`src/rtl/m_imem_loader_pkg.sv`:
```
// Shared definitions for the boot-time instruction memory loader:
// FSM state encodings, default address width and a state helper.
package m_imem_loader_pkg;

    localparam int ADDR_W_DEF = 8;

    typedef enum logic [2:0] {
        ST_HDR0 = 3'd0,
        ST_HDR1 = 3'd1,
        ST_DATA = 3'd2,
`ifdef LOADER_CHECKSUM_EN
        ST_CSUM = 3'd3,
`endif
        ST_DONE = 3'd4,
        ST_ERR  = 3'd5
    } state_e;

    // State entered once the data phase (or empty header) is finished.
`ifdef LOADER_CHECKSUM_EN
    localparam state_e ST_FIN = ST_CSUM;
`else
    localparam state_e ST_FIN = ST_DONE;
`endif

    // States in which the loader takes bytes from the stream.
    function automatic logic st_accepts(state_e s);
        logic r;
        r = (s == ST_HDR0) || (s == ST_HDR1) || (s == ST_DATA);
`ifdef LOADER_CHECKSUM_EN
        r = r || (s == ST_CSUM);
`endif
        return r;
    endfunction

endpackage

```
`src/rtl/m_imem_loader_if.sv`:
```
// Byte-stream input handshake plus memory write port of the loader.
// slave: loader side; master: stream source / memory observer side.
interface m_imem_loader_if
    import m_imem_loader_pkg::*;
#(
    parameter int ADDR_W = ADDR_W_DEF
);
    logic              w_in_valid;
    logic [7:0]        w_in_data;
    logic              w_in_ready;
    logic              w_we;
    logic [ADDR_W-1:0] w_waddr;
    logic [31:0]       w_wdata;

    modport slave (
        input  w_in_valid, w_in_data,
        output w_in_ready, w_we, w_waddr, w_wdata
    );

    modport master (
        output w_in_valid, w_in_data,
        input  w_in_ready, w_we, w_waddr, w_wdata
    );
endinterface

```
`src/rtl/m_imem_loader_word_asm.sv`:
```
// m_word_asm: shifts bytes in little-endian order into a 32-bit word.
// Ports: i_clr drops a partial word, i_en takes i_byte, o_done/o_word.
module m_word_asm (
    input  logic        i_clk,
    input  logic        i_rst_n,
    input  logic        i_clr,
    input  logic        i_en,
    input  logic [7:0]  i_byte,
    output logic        o_done,
    output logic [31:0] o_word
);
    logic [1:0]  r_idx;
    logic [23:0] r_word;

    // Word completes combinationally with the 4th byte so the top
    // can register it on the same edge the byte is accepted.
    assign o_done = i_en && (r_idx == 2'd3);
    assign o_word = {i_byte, r_word};

    always_ff @(posedge i_clk or negedge i_rst_n) begin
        if (!i_rst_n) begin
            r_idx  <= 2'd0;
            r_word <= 24'd0;
        end else if (i_clr) begin
            r_idx  <= 2'd0;
            r_word <= 24'd0;
        end else if (i_en) begin
            r_idx  <= r_idx + 2'd1;
            r_word <= {i_byte, r_word[23:8]};
        end
    end
endmodule

```
`src/rtl/m_imem_loader.sv`:
```
// m_imem_loader: loads a counted little-endian word stream into memory
// from address 0, then raises w_run (or w_err on a bad stream).
// Ports: w_clk, w_rst_n, w_restart, bus (byte in + write port),
// w_run, w_err. Optional trailing XOR byte: LOADER_CHECKSUM_EN.
module m_imem_loader
    import m_imem_loader_pkg::*;
#(
    parameter int ADDR_W = ADDR_W_DEF
) (
    input  logic               w_clk,
    input  logic               w_rst_n,
    input  logic               w_restart,
    m_imem_loader_if.slave     bus,
    output logic               w_run,
    output logic               w_err
);
    // 17-bit depth so a 65536-word memory still compares correctly.
    localparam logic [16:0] DEPTH17 = 17'(64'd1 << ADDR_W);

    state_e            r_state;
    state_e            w_state_nx;
    logic              r_ready;
    logic              r_we;
    logic [ADDR_W-1:0] r_waddr;
    logic [31:0]       r_wdata;
    logic              r_run;
    logic              r_err;
    logic [15:0]       r_n;
    logic [15:0]       r_wcnt;
`ifdef LOADER_CHECKSUM_EN
    logic [7:0]        r_xor;
`endif

    logic              w_xfer;
    logic              w_asm_clr;
    logic              w_asm_en;
    logic              w_done;
    logic [31:0]       w_word;
    logic [16:0]       w_n17;

    assign w_xfer = bus.w_in_valid && r_ready;
    assign w_n17  = {1'b0, bus.w_in_data, r_n[7:0]};

    assign bus.w_in_ready = r_ready;
    assign bus.w_we       = r_we;
    assign bus.w_waddr    = r_waddr;
    assign bus.w_wdata    = r_wdata;
    assign w_run          = r_run;
    assign w_err          = r_err;

    m_word_asm u_asm (
        .i_clk   (w_clk),
        .i_rst_n (w_rst_n),
        .i_clr   (w_asm_clr),
        .i_en    (w_asm_en),
        .i_byte  (bus.w_in_data),
        .o_done  (w_done),
        .o_word  (w_word)
    );

    always_comb begin
        w_state_nx = r_state;
        w_asm_clr  = 1'b0;
        w_asm_en   = 1'b0;
        unique case (r_state)
            ST_HDR0: begin
                w_asm_clr = 1'b1;
                if (w_xfer) w_state_nx = ST_HDR1;
            end
            ST_HDR1: begin
                w_asm_clr = 1'b1;
                if (w_xfer) begin
                    if (w_n17 > DEPTH17)
                        w_state_nx = ST_ERR;
                    else if (w_n17 == 17'd0)
                        w_state_nx = ST_FIN;
                    else
                        w_state_nx = ST_DATA;
                end
            end
            ST_DATA: begin
                w_asm_en = w_xfer;
                if (w_done && (r_wcnt == r_n - 16'd1))
                    w_state_nx = ST_FIN;
            end
`ifdef LOADER_CHECKSUM_EN
            ST_CSUM: begin
                if (w_xfer)
                    w_state_nx = (bus.w_in_data == r_xor) ?
                                 ST_DONE : ST_ERR;
            end
`endif
            ST_DONE: w_state_nx = ST_DONE;
            ST_ERR:  w_state_nx = ST_ERR;
            default: w_state_nx = ST_ERR;
        endcase
        // Restart wins over any byte offered in the same cycle.
        if (w_restart) begin
            w_state_nx = ST_HDR0;
            w_asm_clr  = 1'b1;
            w_asm_en   = 1'b0;
        end
    end

    always_ff @(posedge w_clk or negedge w_rst_n) begin
        if (!w_rst_n) r_state <= ST_HDR0;
        else          r_state <= w_state_nx;
    end

    always_ff @(posedge w_clk or negedge w_rst_n) begin
        if (!w_rst_n) begin
            r_ready <= 1'b0;
            r_we    <= 1'b0;
            r_waddr <= '0;
            r_wdata <= 32'd0;
            r_run   <= 1'b0;
            r_err   <= 1'b0;
            r_n     <= 16'd0;
            r_wcnt  <= 16'd0;
        end else if (w_restart) begin
            r_ready <= 1'b0;
            r_we    <= 1'b0;
            r_waddr <= '0;
            r_wdata <= 32'd0;
            r_run   <= 1'b0;
            r_err   <= 1'b0;
            r_n     <= 16'd0;
            r_wcnt  <= 16'd0;
        end else begin
            // Status outputs trail the state by one edge.
            r_ready <= st_accepts(r_state);
            r_run   <= (r_state == ST_DONE);
            r_err   <= (r_state == ST_ERR);
            r_we    <= w_done;
            if (w_done) begin
                r_wdata <= w_word;
                r_wcnt  <= r_wcnt + 16'd1;
            end
            // Advance after the write cycle; holds at the last address.
            if (r_we && (r_state == ST_DATA))
                r_waddr <= r_waddr + 1'b1;
            if (w_xfer && (r_state == ST_HDR0))
                r_n[7:0] <= bus.w_in_data;
            if (w_xfer && (r_state == ST_HDR1))
                r_n[15:8] <= bus.w_in_data;
        end
    end

`ifdef LOADER_CHECKSUM_EN
    always_ff @(posedge w_clk or negedge w_rst_n) begin
        if (!w_rst_n)
            r_xor <= 8'd0;
        else if (w_restart)
            r_xor <= 8'd0;
        else if (w_xfer && ((r_state == ST_HDR0) ||
                            (r_state == ST_HDR1) ||
                            (r_state == ST_DATA)))
            r_xor <= r_xor ^ bus.w_in_data;
    end
`endif

endmodule

```
`src/flat_wrapper.sv`:
```
// flat-port wrapper written by rule: the top's interface ports become plain ports
module m_imem_loader_flat import m_imem_loader_pkg::*;
#(
    parameter int ADDR_W = ADDR_W_DEF
)
  (w_clk, w_rst_n, w_restart, w_run, w_err, bus_w_in_valid, bus_w_in_data, bus_w_in_ready, bus_w_we, bus_w_waddr, bus_w_wdata);
  m_imem_loader_if #(.ADDR_W(ADDR_W)) bus_i ();
  input  logic w_clk;
  input  logic w_rst_n;
  input  logic w_restart;
  output logic w_run;
  output logic w_err;
  input wire logic [$bits(bus_i.w_in_valid)-1:0] bus_w_in_valid;
  input wire logic [$bits(bus_i.w_in_data)-1:0] bus_w_in_data;
  output wire logic [$bits(bus_i.w_in_ready)-1:0] bus_w_in_ready;
  output wire logic [$bits(bus_i.w_we)-1:0] bus_w_we;
  output wire logic [$bits(bus_i.w_waddr)-1:0] bus_w_waddr;
  output wire logic [$bits(bus_i.w_wdata)-1:0] bus_w_wdata;
  assign bus_i.w_in_valid = bus_w_in_valid;
  assign bus_i.w_in_data = bus_w_in_data;
  assign bus_w_in_ready = bus_i.w_in_ready;
  assign bus_w_we = bus_i.w_we;
  assign bus_w_waddr = bus_i.w_waddr;
  assign bus_w_wdata = bus_i.w_wdata;
  m_imem_loader #(.ADDR_W(ADDR_W)) u_core (.w_clk(w_clk), .w_rst_n(w_rst_n), .w_restart(w_restart), .bus(bus_i), .w_run(w_run), .w_err(w_err));
endmodule
```
`config.mk`:
```
export PLATFORM = sky130hd
export DESIGN_NAME = m_imem_loader_flat
export DESIGN_NICKNAME = d
export VERILOG_FILES = /design/src/rtl/m_imem_loader_pkg.sv /design/src/rtl/m_imem_loader_if.sv /design/src/rtl/m_imem_loader_word_asm.sv /design/src/rtl/m_imem_loader.sv /design/src/flat_wrapper.sv
export SDC_FILE = /design/constraint.sdc
export NUM_CORES = 1
export LEC_CHECK = 0
export ABC_AREA = 1
export CORE_ASPECT_RATIO = 0.9
export CORE_MARGIN = 2
export CORE_UTILIZATION = 50
export CTS_BUF_LIST = sky130_fd_sc_hd__clkbuf_4 sky130_fd_sc_hd__clkbuf_8
export DETAILED_ROUTE_END_ITERATION = 12
export PLACE_DENSITY = 0.72
export SLEW_MARGIN = 20
export SYNTH_ARGS = -nofsm -noshare
export SYNTH_HDL_FRONTEND = slang
export SYNTH_SLANG_ARGS = --single-unit
```
`constraint.sdc`:
```
create_clock -name w_clk -period 2.1 [get_ports w_clk]
set_input_delay 0.63 -clock w_clk [delete_from_list [all_inputs] [get_ports w_clk]]
set_output_delay 0.63 -clock w_clk [all_outputs]
set_load 0.05 [all_outputs]
```
; ---- Yosys cells after proc, flatten, opt, wreduce, memory -nomap -nowiden
; Index checks and enable logic that the tools add are counted.
; Widths: inputs -> output; s select.
[classes]
n_addsub = 4
n_mux = 28
n_lt_le_gt_ge = 1
n_eq_ne = 9
reduce_logical = 17
[ops]
columns = op, n
row1 = $mux 32, 2
row2 = $mux 16, 3
row3 = $mux 24, 2
row4 = $mux 8, 4
row5 = $mux 3, 6
row6 = $logic_not 17->1, 1
row7 = $add 16x1->16 const B, 1
row8 = $eq 16x16->1, 1
row9 = $gt 16x9->1 const B, 1
row10 = $sub 16x1->16 const B, 1
row11 = $pmux 3 s4, 1
row12 = $reduce_bool 2->1, 5
row13 = $ne 3x2->1 const B, 3
row14 = $add 8x1->8 const B, 1
row15 = $mux 1, 8
row16 = $eq 3x3->1 const B, 2
row17 = $logic_and 1x1->1, 6
row18 = $mux 2, 2
row19 = $eq 3x1->1 const B, 1
row20 = $eq 3x2->1 const B, 1
row21 = $logic_not 3->1, 1
row22 = $reduce_and 3->1, 1
row23 = $add 2x1->2 const B, 1
row24 = $eq 2x2->1 const B, 1
row25 = other kinds (2), 3
[totals]
inputBits = 12
word_cells = 71
regBits = 105
out_inout_bits = 44

; ---- Depth between registers and ports, before layout
; Gate-level depths: netlist (run 1).
[depth]
ltp_word = 8
ltp_mapped = 16
mapped_depth_nobuf = 16

; ---- Cells and area by module
; A second synthesis (run 1) with hierarchy kept.
[unflattened]
hier_cells = 653
hier_area_um2 = 5348.9
[by_module_without_submodules]
columns = mod, area_each_um2, instances, cells_each, seq_area_each_um2
row1 = m_imem_loader, 4083.9, 1, 528, 1976.9
row2 = m_word_asm, 1265.0, 1, 125, 650.6

; ---- Worst setup path before layout (run 1)
; No wires, ideal clock.
[synth_path]
path_kind = reg-to-reg
start = register u_core.r_ready (netlist: u_core.bus.w_in_ready)
end = register u_core.r_wdata[31] (netlist: u_core.bus.w_wdata[31])
t_required_ps = 1975
setup_ps = 125
synth_period_minus_slack_ps = 1820
t_arrival_ps = 1696
path_slack_ps = 280
stages_incl_launch_ff = 7
path_buffers = 1
cell_sequence = dfrtp_1 -> nand2_1 -> inv_1 -> nand3_4 -> nand2_4 -> buf_2 -> mux2_2
[synth_via]
elab_chain_cells = 5
[synth_lines]
columns = element, line_no
row1 = from (decl), m_imem_loader.sv:22  ; logic r_ready;
row2 = from (signal assigned), m_imem_loader.sv:131  ; r_ready <= st_accepts(r_state);
row3 = $logic_and 1x1->1, m_imem_loader.sv:41  ; assign w_xfer = bus.w_in_valid && r_ready;
row4 = $mux 1, m_imem_loader.sv:65  ; unique case (r_state)
row5 = $mux 1, m_imem_loader.sv:98  ; if (w_restart) begin
row6 = $logic_and 1x1->1, m_imem_loader_word_asm.sv:17  ; assign o_done = i_en && (r_idx == 2'd3);
row7 = $reduce_bool 2->1 (no source line), n/a
row8 = to (signal assigned), m_imem_loader.sv:136  ; r_wdata <= w_word;
row9 = to (decl), m_imem_loader.sv:25  ; logic [31:0] r_wdata;
; No other way between the ends.
; A chain may end at the register's enable or synchronous reset.

; ---- Worst setup path in the final report (run 1)
[layout_path]
start = register u_core.r_n[1]
end = register u_core.r_state[1]
[layout_via]
elab_chain_cells = 6
word_cells_on_any_way = 12
cone_classes = 1 x add/sub / 1 x order compare / 2 x eq/ne / 5 x mux / 3 x reduce/logical
[layout_lines]
columns = element, line_no
row1 = from (decl), m_imem_loader.sv:28  ; logic [15:0] r_n;
row2 = from (signal assigned), m_imem_loader.sv:143  ; r_n[7:0] <= bus.w_in_data;
row3 = "parallel branches: the longest is 6 deep, another holds $sub 16x1->16", n/a
row4 = to (signal assigned), m_imem_loader.sv:107  ; else r_state <= w_state_nx;
row5 = to (decl), m_imem_loader.sv:20  ; state_e r_state;
; Parallel ways; which one is timed is not known. The select of a mux whose other input is x is not followed.

==> metrics.yaml, run 1 <==
detailed_routing:
  wl_per_cell_um: 15.2
  vias: 4435
  drt_pass1_iterations: 5
  vias_per_cell: 5.32
  routed_wl_um: 12700
  ant_nets: 0
  drt_iter0_markers: 205
  drc: 0
pwr:
  peakVddDrop_uv: 477
  power_per_cell_area_nw_per_um2: 674
  p_seq_frac: 0.504
  clkPwrFrac: 0.343
  p_comb_frac: 0.153
  p_switching_uw: 1180
  p_leak_uw: 0.00300
  swShare: 0.282
  internal_power_uw: 3010
cells_and_area:
  regArea_um2: 2630
  nNetsFinal: 716
  final_util: 0.615
  stdcell_area_um2: 6220
  multiInputGateArea_um2: 2090
  drive_above_1_share: 0.175
  antennaDiodeCount: 0
  synthToLayoutAreaGrowth_pct: 21.6
  nFillCells: 873
sta:
  hold_slack_ps: 182
  setup-violations-final: 0
  period_share: 0.917
  hold_viol: 0
  maxSlewViolCount: 0
  tightest_slew_ps: 447
  max_freq_mhz: 519
  period_minus_slack_ps: 1930
  fin_worst_skew_ps: 8.29
  slew_headroom: 0.701
  setup_ws_ps: 174
die:
  core_um2: 10100
  die-area_um2: 11100
  die_h_um: 99.9
  fp-row-count: 35
  io_pins: 56
  start_util: 0.506
  die_w_um: 111
synth:
  synth-edff-count: 0
  yosys_warnings: 0
  seq_area_frac_synth: 0.514
  synth-async-reset-ratio: 1.00
  synth_top_area_cell: "dfrtp_1"
  synth_common_cells: "122 x nand2_1, 105 x dfrtp_1, 90 x inv_1"
  synth-seq-cells: 105
  synth.distinct_cells: 36
  synth_top_cell_area_share: 0.514
  synth_flop_cell: "dfrtp_1"
  synthMostInstantiatedCell: "nand2_1"
  synth_area_per_cell_um2: 8.26
  synthCells: 619
  syn-cell-area_um2: 5110
  synth.area.top_cells: "dfrtp_1 51%, nand2_1 9.0%, inv_1 6.6%"
  syn_nets: 636
global_route:
  grtUsageTotal: 0.243
  gr-total-overflow: 0
  antenna_found_initial: 0
  grt_max_degree: 43
  grt_pass1_vias: 4377
  grt_pass1_wl_um: 21600
worst_setup_path:
  crit_type: "register to register"
  crit_path_start_kind: "register"
  cp_cell_sequence: "inv_1, ha_4, nand3_4, nor2_4, nand2_1, nand2_1, nand2_1, nor2_1, nand2_1, nor2_1, nand2_1, nand2_1, o21ai_0"
  critPathCaptureType: "register"
  cp_top_family: "simple AND/OR/NAND/NOR gates"
  critPathMaxStageDelay_ps: 400
  critPathMaxFanout: 5
  required_ps: 2340
  crit_path_top_delay_cell: "dfrtp_1"
  worstPathArrival_ps: 2170
  path_buf_inv: 1
  crit_path_frequent_cell: "nand2_1"
status:
  outcome: "complete, no violations"
place:
  place_ws_ps: -136
  placed_cell_area_um2: 5940
  portBuffers: 55
  dpl.hpwl_um: 9380
  routabilityCongestion: 0.889
worst_hold_path:
  hold_class: "primary input to async pin"
clock_tree:
  tritoncts: "built"
  numCtsBuffers: 9
  cts_root_buf: "clkbuf_8"
  clock_sinks: 105
  path_clk_slew_ps: 100
  clock_path_buffers: 2
  htree_num_levels: 3
  cts_hold_buf: 0
  clkLatencyLatePin_ps: 370
job:
  maxCapViolCount: 0
## flip-flops by register name, summed over array words and instances (netlist names)
signal and flops:
u_core.w_err 1, u_core.u_asm.r_idx 2, u_core.r_state 3, u_core.bus.w_waddr 8, u_core.w_run 1, u_core.bus.w_wdata 32
u_core.u_asm.r_word 24, u_core.bus.w_we 1, u_core.bus.w_in_ready 1, u_core.r_n 16, u_core.r_wcnt 16
## stage by stage
stage          power (uW)  std cells  setup TNS, ps
2_1_floorplan        2520        619              0
3_3_place_gp         2750        817          -1160
3_5_place_dp         2760        817          -2580
4_1_cts              4200        833              0
5_1_grt              4390        833          -3.81
6_report             4190        833              0
## final timing paths
check / startpoint / to / slack (ps) / cells past startpoint
worst max register to register: u_core.r_n[1]$_DFFE_PN0P_ / u_core.r_state[1]$_DFFE_PN0P_ / 170 / 13
max in group asynchronous: w_rst_n / u_core.r_wcnt[12]$_DFFE_PN0P_ / 1290 / 2
worst min register to register: u_core.bus.w_waddr[7]$_DFFE_PN0P_ / u_core.bus.w_waddr[7]$_DFFE_PN0P_ / 470 / 1
worst max-delay path: u_core.r_n[1]$_DFFE_PN0P_ / u_core.r_state[1]$_DFFE_PN0P_ / 170 / 13
worst min-delay path: w_rst_n / u_core.bus.w_waddr[0]$_DFFE_PN0P_ / 180 / 1
min in group w_clk: u_core.bus.w_waddr[7]$_DFFE_PN0P_ / u_core.bus.w_waddr[7]$_DFFE_PN0P_ / 470 / 1
## cell type report
cell class | instances | share of cell area
clock inverter | 6 | 0.0155
timing repair buffer | 90 | 0.121
sequential | 105 | 0.423
clock buffer | 10 | 0.0221
tap | 129 | 0.0260
inverter | 93 | 0.0563
multi-input combinational | 400 | 0.337
## repair_timing
item,CTS,global route
endpoints found under the setup margin,0,3
buffers inserted,0,0
gates resized for setup,0,10
## cells in the final DEF (no fill, tap or decap), drive strengths merged, types with 2 or more instances in the layout
cell type,netlist,layout
nand2,123,123
dfrtp,105,105
inv,92,95
buf,7,80
nor2,62,62
nand3,59,59
o21ai,53,53
o22ai,20,20
nor3,16,16
a21oi,13,13
clkbuf,14,10
clkdlybuf4s50,0,10
mux2,9,9
nand4,8,8
xor2,7,7
o31ai,5,5
ha,5,5
o32ai,4,4
xnor2,3,3
nand3b,3,3
nor3b,3,3
nor4,2,2
a31oi,2,2
bufinv,0,2
## metal layers
layer,routed length [um],share of wire,global-route usage,vias to the layer above
li1,-,-,-,2171
met3,607,0.048,0.0447,12
met2,6100,0.48,0.405,117
met1,5860,0.46,0.332,2135
met5,0,0,0,-
met4,139,0.011,0.0635,0
## logic make-up after synthesis
group / count (synthesis) / synth area share
adders and majority gates: 5 / 0.0122
buffers and inverters: 114 / 0.0849
and+or+nand+nor: 276 / 0.242
muxes: 9 / 0.0198
xor gates and xnor gates: 10 / 0.0171
DFF: 105 / 0.514
AOI/OAI and AO/OA: 100 / 0.110
## power groups by stage
stage | Sequential, uW | Combinational, uW | Clock, uW
after floorplan | 2200 | 326 | 0
after global placement | 2150 | 599 | 0
after detailed placement | 2150 | 612 | 0
after CTS | 2110 | 614 | 1470
after global routing | 2120 | 715 | 1550
final | 2110 | 640 | 1440
Power figures use the tool's default switching activity.
==> run 2, diff against run 1 <==
CTS_CLUSTER_DIAMETER = 100   (was not set)
GPL_ROUTABILITY_DRIVEN = 0   (was not set)
==> run 2 against run 1 <==
Net effect:
- sequential share of layout area increased by 0.35 points
- cell count fell by 0.36%
- worst setup slack worse by 2.2 ps
- clock skew increased by 4.1 ps
- combinational power up 2%
- wire length barely moved
- via count rose by 2.2%
- first-iteration DRC count rose by 34%
- critical path type unchanged
- critical endpoint unchanged
- highest routed layer unchanged
==> metrics.yaml, run 2 (synthesis gave the netlist of run 1 again) <==
status:
  outcome: "complete, no violations"
detailed_routing:
  vias: 4533
  wl_per_cell_um: 15.3
  ant_nets: 0
  vias_per_cell: 5.46
  drc: 0
  routed_wl_um: 12700
  drt_pass1_iterations: 5
  drt_iter0_markers: 274
pwr:
  power_per_cell_area_nw_per_um2: 648
  peakVddDrop_uv: 439
  total_power_uw: 4000
  p_leak_uw: 0.00298
worst_setup_path:
  crit_start: "u_core.r_n[1]$_DFFE_PN0P_"
  r2r_end: "u_core.r_state[1]$_DFFE_PN0P_"
  critPathMaxFanout: 5
  critPathCaptureType: "register"
  crit_path_start_kind: "register"
  crit_type: "register to register"
  required_ps: 2350
  reg2reg_depth: 13
  crit_path_end: "u_core.r_state[1]$_DFFE_PN0P_"
  worstPathArrival_ps: 2180
  rrSetupSlack_ps: 170
  r2r_start: "u_core.r_n[1]$_DFFE_PN0P_"
sta:
  period_share: 0.918
  slew_headroom: 0.667
  max_freq_mhz: 518
  setup-violations-final: 0
  hold_viol: 0
  maxSlewViolCount: 0
  fin_worst_skew_ps: 12.4
  period_minus_slack_ps: 1930
  tightest_slew_ps: 497
die:
  fp-row-count: 35
  die_h_um: 99.9
  io_pins: 56
  die-area_um2: 11100
  die_w_um: 111
  core_um2: 10100
  start_util: 0.506
global_route:
  grt_pass1_wl_um: 21200
  gr-total-overflow: 0
  grt_max_degree: 43
  grt_pass1_vias: 4294
  grtUsageTotal: 0.238
  antenna_found_initial: 0
cells_and_area:
  drive_above_1_share: 0.173
  final_util: 0.610
  nNetsFinal: 713
  final_common_cell: "nand2_1"
  antennaDiodeCount: 0
  largest_reg_flops: 32
  synthToLayoutAreaGrowth_pct: 20.6
  layout_common_cells: "122 x nand2_1, 105 x dfrtp_1, 89 x inv_1"
clock_tree:
  ctsResizeCount: 3
  numCtsBuffers: 9
  htree_num_levels: 3
  cts_root_buf: "clkbuf_8"
  cts_hold_buf: 0
  cts_setup_buffers: 0
  clock_sinks: 105
  clkLatencyLatePin_ps: 380
  path_clk_slew_ps: 100
  tritoncts: "built"
  clock_path_buffers: 2
worst_hold_path:
  hold_class: "primary input to async pin"
place:
  dpl.hpwl_um: 9430
  portBuffers: 55
job:
  maxCapViolCount: 0
run 2: stage by stage:
stage	hold WS, ps	TNS (ps)	setup WS (ps)	cells	area (um^2)
finish	199	0	171	830	6170
global route	213	-4.80	-4.80	830	6170
CTS	198	0	72.1	830	6130
detailed placement	465	-1040	-106	814	5930
global placement	449	-683	-95.5	814	5930
floorplan	334	0	280	619	5110
run 2: worst min path at each step:
stage	cells after the start	slack, ps	end	start
global route	1	210	u_core.bus.w_wdata[12]$_DFFE_PN0P_	w_rst_n
floorplan	0	330	u_core.bus.w_in_ready$_DFF_PN0_	w_rst_n
CTS	1	200	u_core.bus.w_wdata[12]$_DFFE_PN0P_	w_rst_n
detailed placement	1	470	u_core.bus.w_waddr[7]$_DFFE_PN0P_	u_core.bus.w_waddr[7]$_DFFE_PN0P_
finish	1	200	u_core.bus.w_wdata[12]$_DFFE_PN0P_	w_rst_n
global placement	1	450	u_core.bus.w_waddr[7]$_DFFE_PN0P_	u_core.bus.w_waddr[7]$_DFFE_PN0P_
run 2: where the power goes:
part,internal (uW),switching [uW],total [uW]
Clock,492,740,1230
Combinational,225,425,650
Sequential,2070,44.8,2120
Total,2790,1210,4000
run 2: metal layers:
layer,vias up,track usage,wire (um)
li1,2182,-,-
met1,2201,0.346,6010
met2,138,0.377,5900
met3,12,0.0405,633
met4,0,0.0635,142
met5,-,0,0
run 2: layout make-up:
type / instances / area [um^2]
inverter: 93 / 350
clock inverter: 6 / 53.8
fill: 894 / 3950
tap: 129 / 161
timing repair buffer: 87 / 741
clock buffer: 10 / 138
sequential: 105 / 2630
multi-input combinational: 400 / 2100
run 2: critical path, cell delays in order (launching register included):
cell     delay (ps)
dfrtp_1         400
inv_1           170
ha_4            190
nand3_4         140
nor2_4          140
nand2_1          70
nand2_1          60
nand2_1          50
nor2_1          140
nand2_1          70
nor2_1          120
nand2_1          80
nand2_1         100
o21ai_0         100
==> run 3, diff against run 2 <==
CORE_UTILIZATION = 58   (was 50)
PLACE_DENSITY = 0.82   (was 0.72)
==> run 3 against run 2 <==
Net effect:
- total power grew 2.6%
- combinational power fell by 4.6%
- first-iteration DRC count is 11% higher
- critical path depth is 2 higher
- core utilization up 11 points
- maximum frequency fell by 1.7%
- non-clock buffer count down 4
- critical path type unchanged
- highest routed layer unchanged
==> metrics.yaml, run 3 (synthesis gave the netlist of run 1 again) <==
sta:
  setup-violations-final: 0
  hold_viol: 0
  slew_headroom: 0.672
  period_share: 0.934
  hold_slack_ps: 204
  tightest_slew_ps: 492
  period_minus_slack_ps: 1960
  fin_worst_skew_ps: 13.8
  max_freq_mhz: 510
  maxSlewViolCount: 0
detailed_routing:
  drt_pass1_iterations: 6
  drt_iter0_markers: 304
  wl_per_cell_um: 15.2
  drc: 0
  vias: 4506
  vias_per_cell: 5.52
  routed_wl_um: 12400
  ant_nets: 0
place:
  dpl.hpwl_um: 8990
  placed_cell_area_um2: 5900
  portBuffers: 55
clock_tree:
  htree_num_levels: 3
  ctsResizeCount: 0
  cts_setup_buffers: 0
  clkLatencyLatePin_ps: 380
  tritoncts: "built"
  numCtsBuffers: 9
  cts_hold_buf: 0
  cts_root_buf: "clkbuf_8"
  clock_path_buffers: 2
  clock_sinks: 105
  path_clk_slew_ps: 110
cells_and_area:
  drive_above_1_share: 0.166
  final_common_cell: "nand2_1"
  layout_common_cells: "122 x nand2_1, 105 x dfrtp_1, 89 x inv_1"
  antennaDiodeCount: 0
  synthToLayoutAreaGrowth_pct: 20.1
  nNetsFinal: 709
  largest_reg_flops: 32
  stdcell_area_um2: 6140
worst_setup_path:
  crit_type: "register to register"
  required_ps: 2350
  critPathMaxFanout: 5
  crit_path_start_kind: "register"
  worstPathArrival_ps: 2220
  critPathCaptureType: "register"
  crit_start: "u_core.r_n[0]$_DFFE_PN0P_"
  r2r_start: "u_core.r_n[0]$_DFFE_PN0P_"
die:
  die_w_um: 103
  start_util: 0.597
  die_h_um: 93.1
  fp-row-count: 32
  core_um2: 8570
  die-area_um2: 9580
  io_pins: 56
job:
  maxCapViolCount: 0
pwr:
  p_seq_frac: 0.516
  internal_power_uw: 2870
  p_switching_uw: 1230
  power_per_cell_area_nw_per_um2: 668
  clkPwrFrac: 0.333
  swShare: 0.300
  peakVddDrop_uv: 543
  p_comb_frac: 0.151
  p_leak_uw: 0.00297
global_route:
  grtUsageTotal: 0.278
  antenna_found_initial: 0
  gr-total-overflow: 0
  grt_max_degree: 49
  grt_pass1_vias: 4328
  grt_pass1_wl_um: 20800
worst_hold_path:
  hold_class: "primary input to async pin"
status:
  outcome: "complete, no violations"
[run 3: per-layer routing]
metal  track usage  part of all wire  vias to the layer above
met3        0.0575             0.060                       16
met1         0.400              0.45                     2163
met5             0                 0                        -
li1              -                 -                     2161
met4        0.0702             0.014                        0
met2         0.436              0.48                      166
[run 3: worst max-delay path, stage by stage, from the launching register on]
cell	delay [ps]
dfrtp_1	410
inv_2	80
ha_2	320
inv_1	40
nand2_1	50
nand2_1	50
nor2_1	80
nand2_1	50
nor2_1	150
nand2_1	80
nor2_1	100
nand2_1	60
nor2_1	80
nand2_1	90
nand2_1	110
o21ai_0	90
[run 3: area by class of cell]
class | count | area [um^2]
Clock buffer | 9 | 124
Clock inverter | 7 | 90.1
Fill cell | 683 | 2430
Inverter | 93 | 350
Multi-Input combinational cell | 400 | 2080
Sequential cell | 105 | 2630
Tap cell | 119 | 149
Timing Repair Buffer | 83 | 723
[run 3: power groups by stage]
stage | sequential (uW) | clock [uW] | combinational, uW
floorplan | 2200 | 0 | 326
global placement | 2150 | 0 | 580
detailed placement | 2150 | 0 | 597
CTS | 2110 | 1390 | 600
global route | 2120 | 1460 | 694
finish | 2120 | 1360 | 620
[run 3: final timing paths]
kind / to / slack (ps) / depth (start not counted)
min reg2reg: u_core.bus.w_waddr[7]$_DFFE_PN0P_ / 500 / 1
min in group w_clk: u_core.bus.w_waddr[7]$_DFFE_PN0P_ / 500 / 1
max: u_core.r_state[1]$_DFFE_PN0P_ / 140 / 15
min: u_core.bus.w_waddr[1]$_DFFE_PN0P_ / 200 / 1
max reg2reg: u_core.r_state[1]$_DFFE_PN0P_ / 140 / 15
max in group asynchronous: u_core.u_asm.r_word[11]$_DFFE_PN0P_ / 1290 / 2
[run 3: per-stage QoR]
| step | instances | utilization | TNS [ps] | total power (uW) | worst slack, ps |
|---|---|---|---|---|---|
| final | 816 | 0.717 | 0 | 4100 | 138 |
| after global routing | 816 | 0.717 | -56.6 | 4270 | -23.4 |
| after CTS | 816 | 0.714 | 0 | 4100 | 40.2 |
| after detailed placement | 800 | 0.689 | -3720 | 2750 | -205 |
| after global placement | 800 | 0.689 | -1560 | 2730 | -109 |
| after floorplan | 619 | - | 0 | 2520 | 280 |
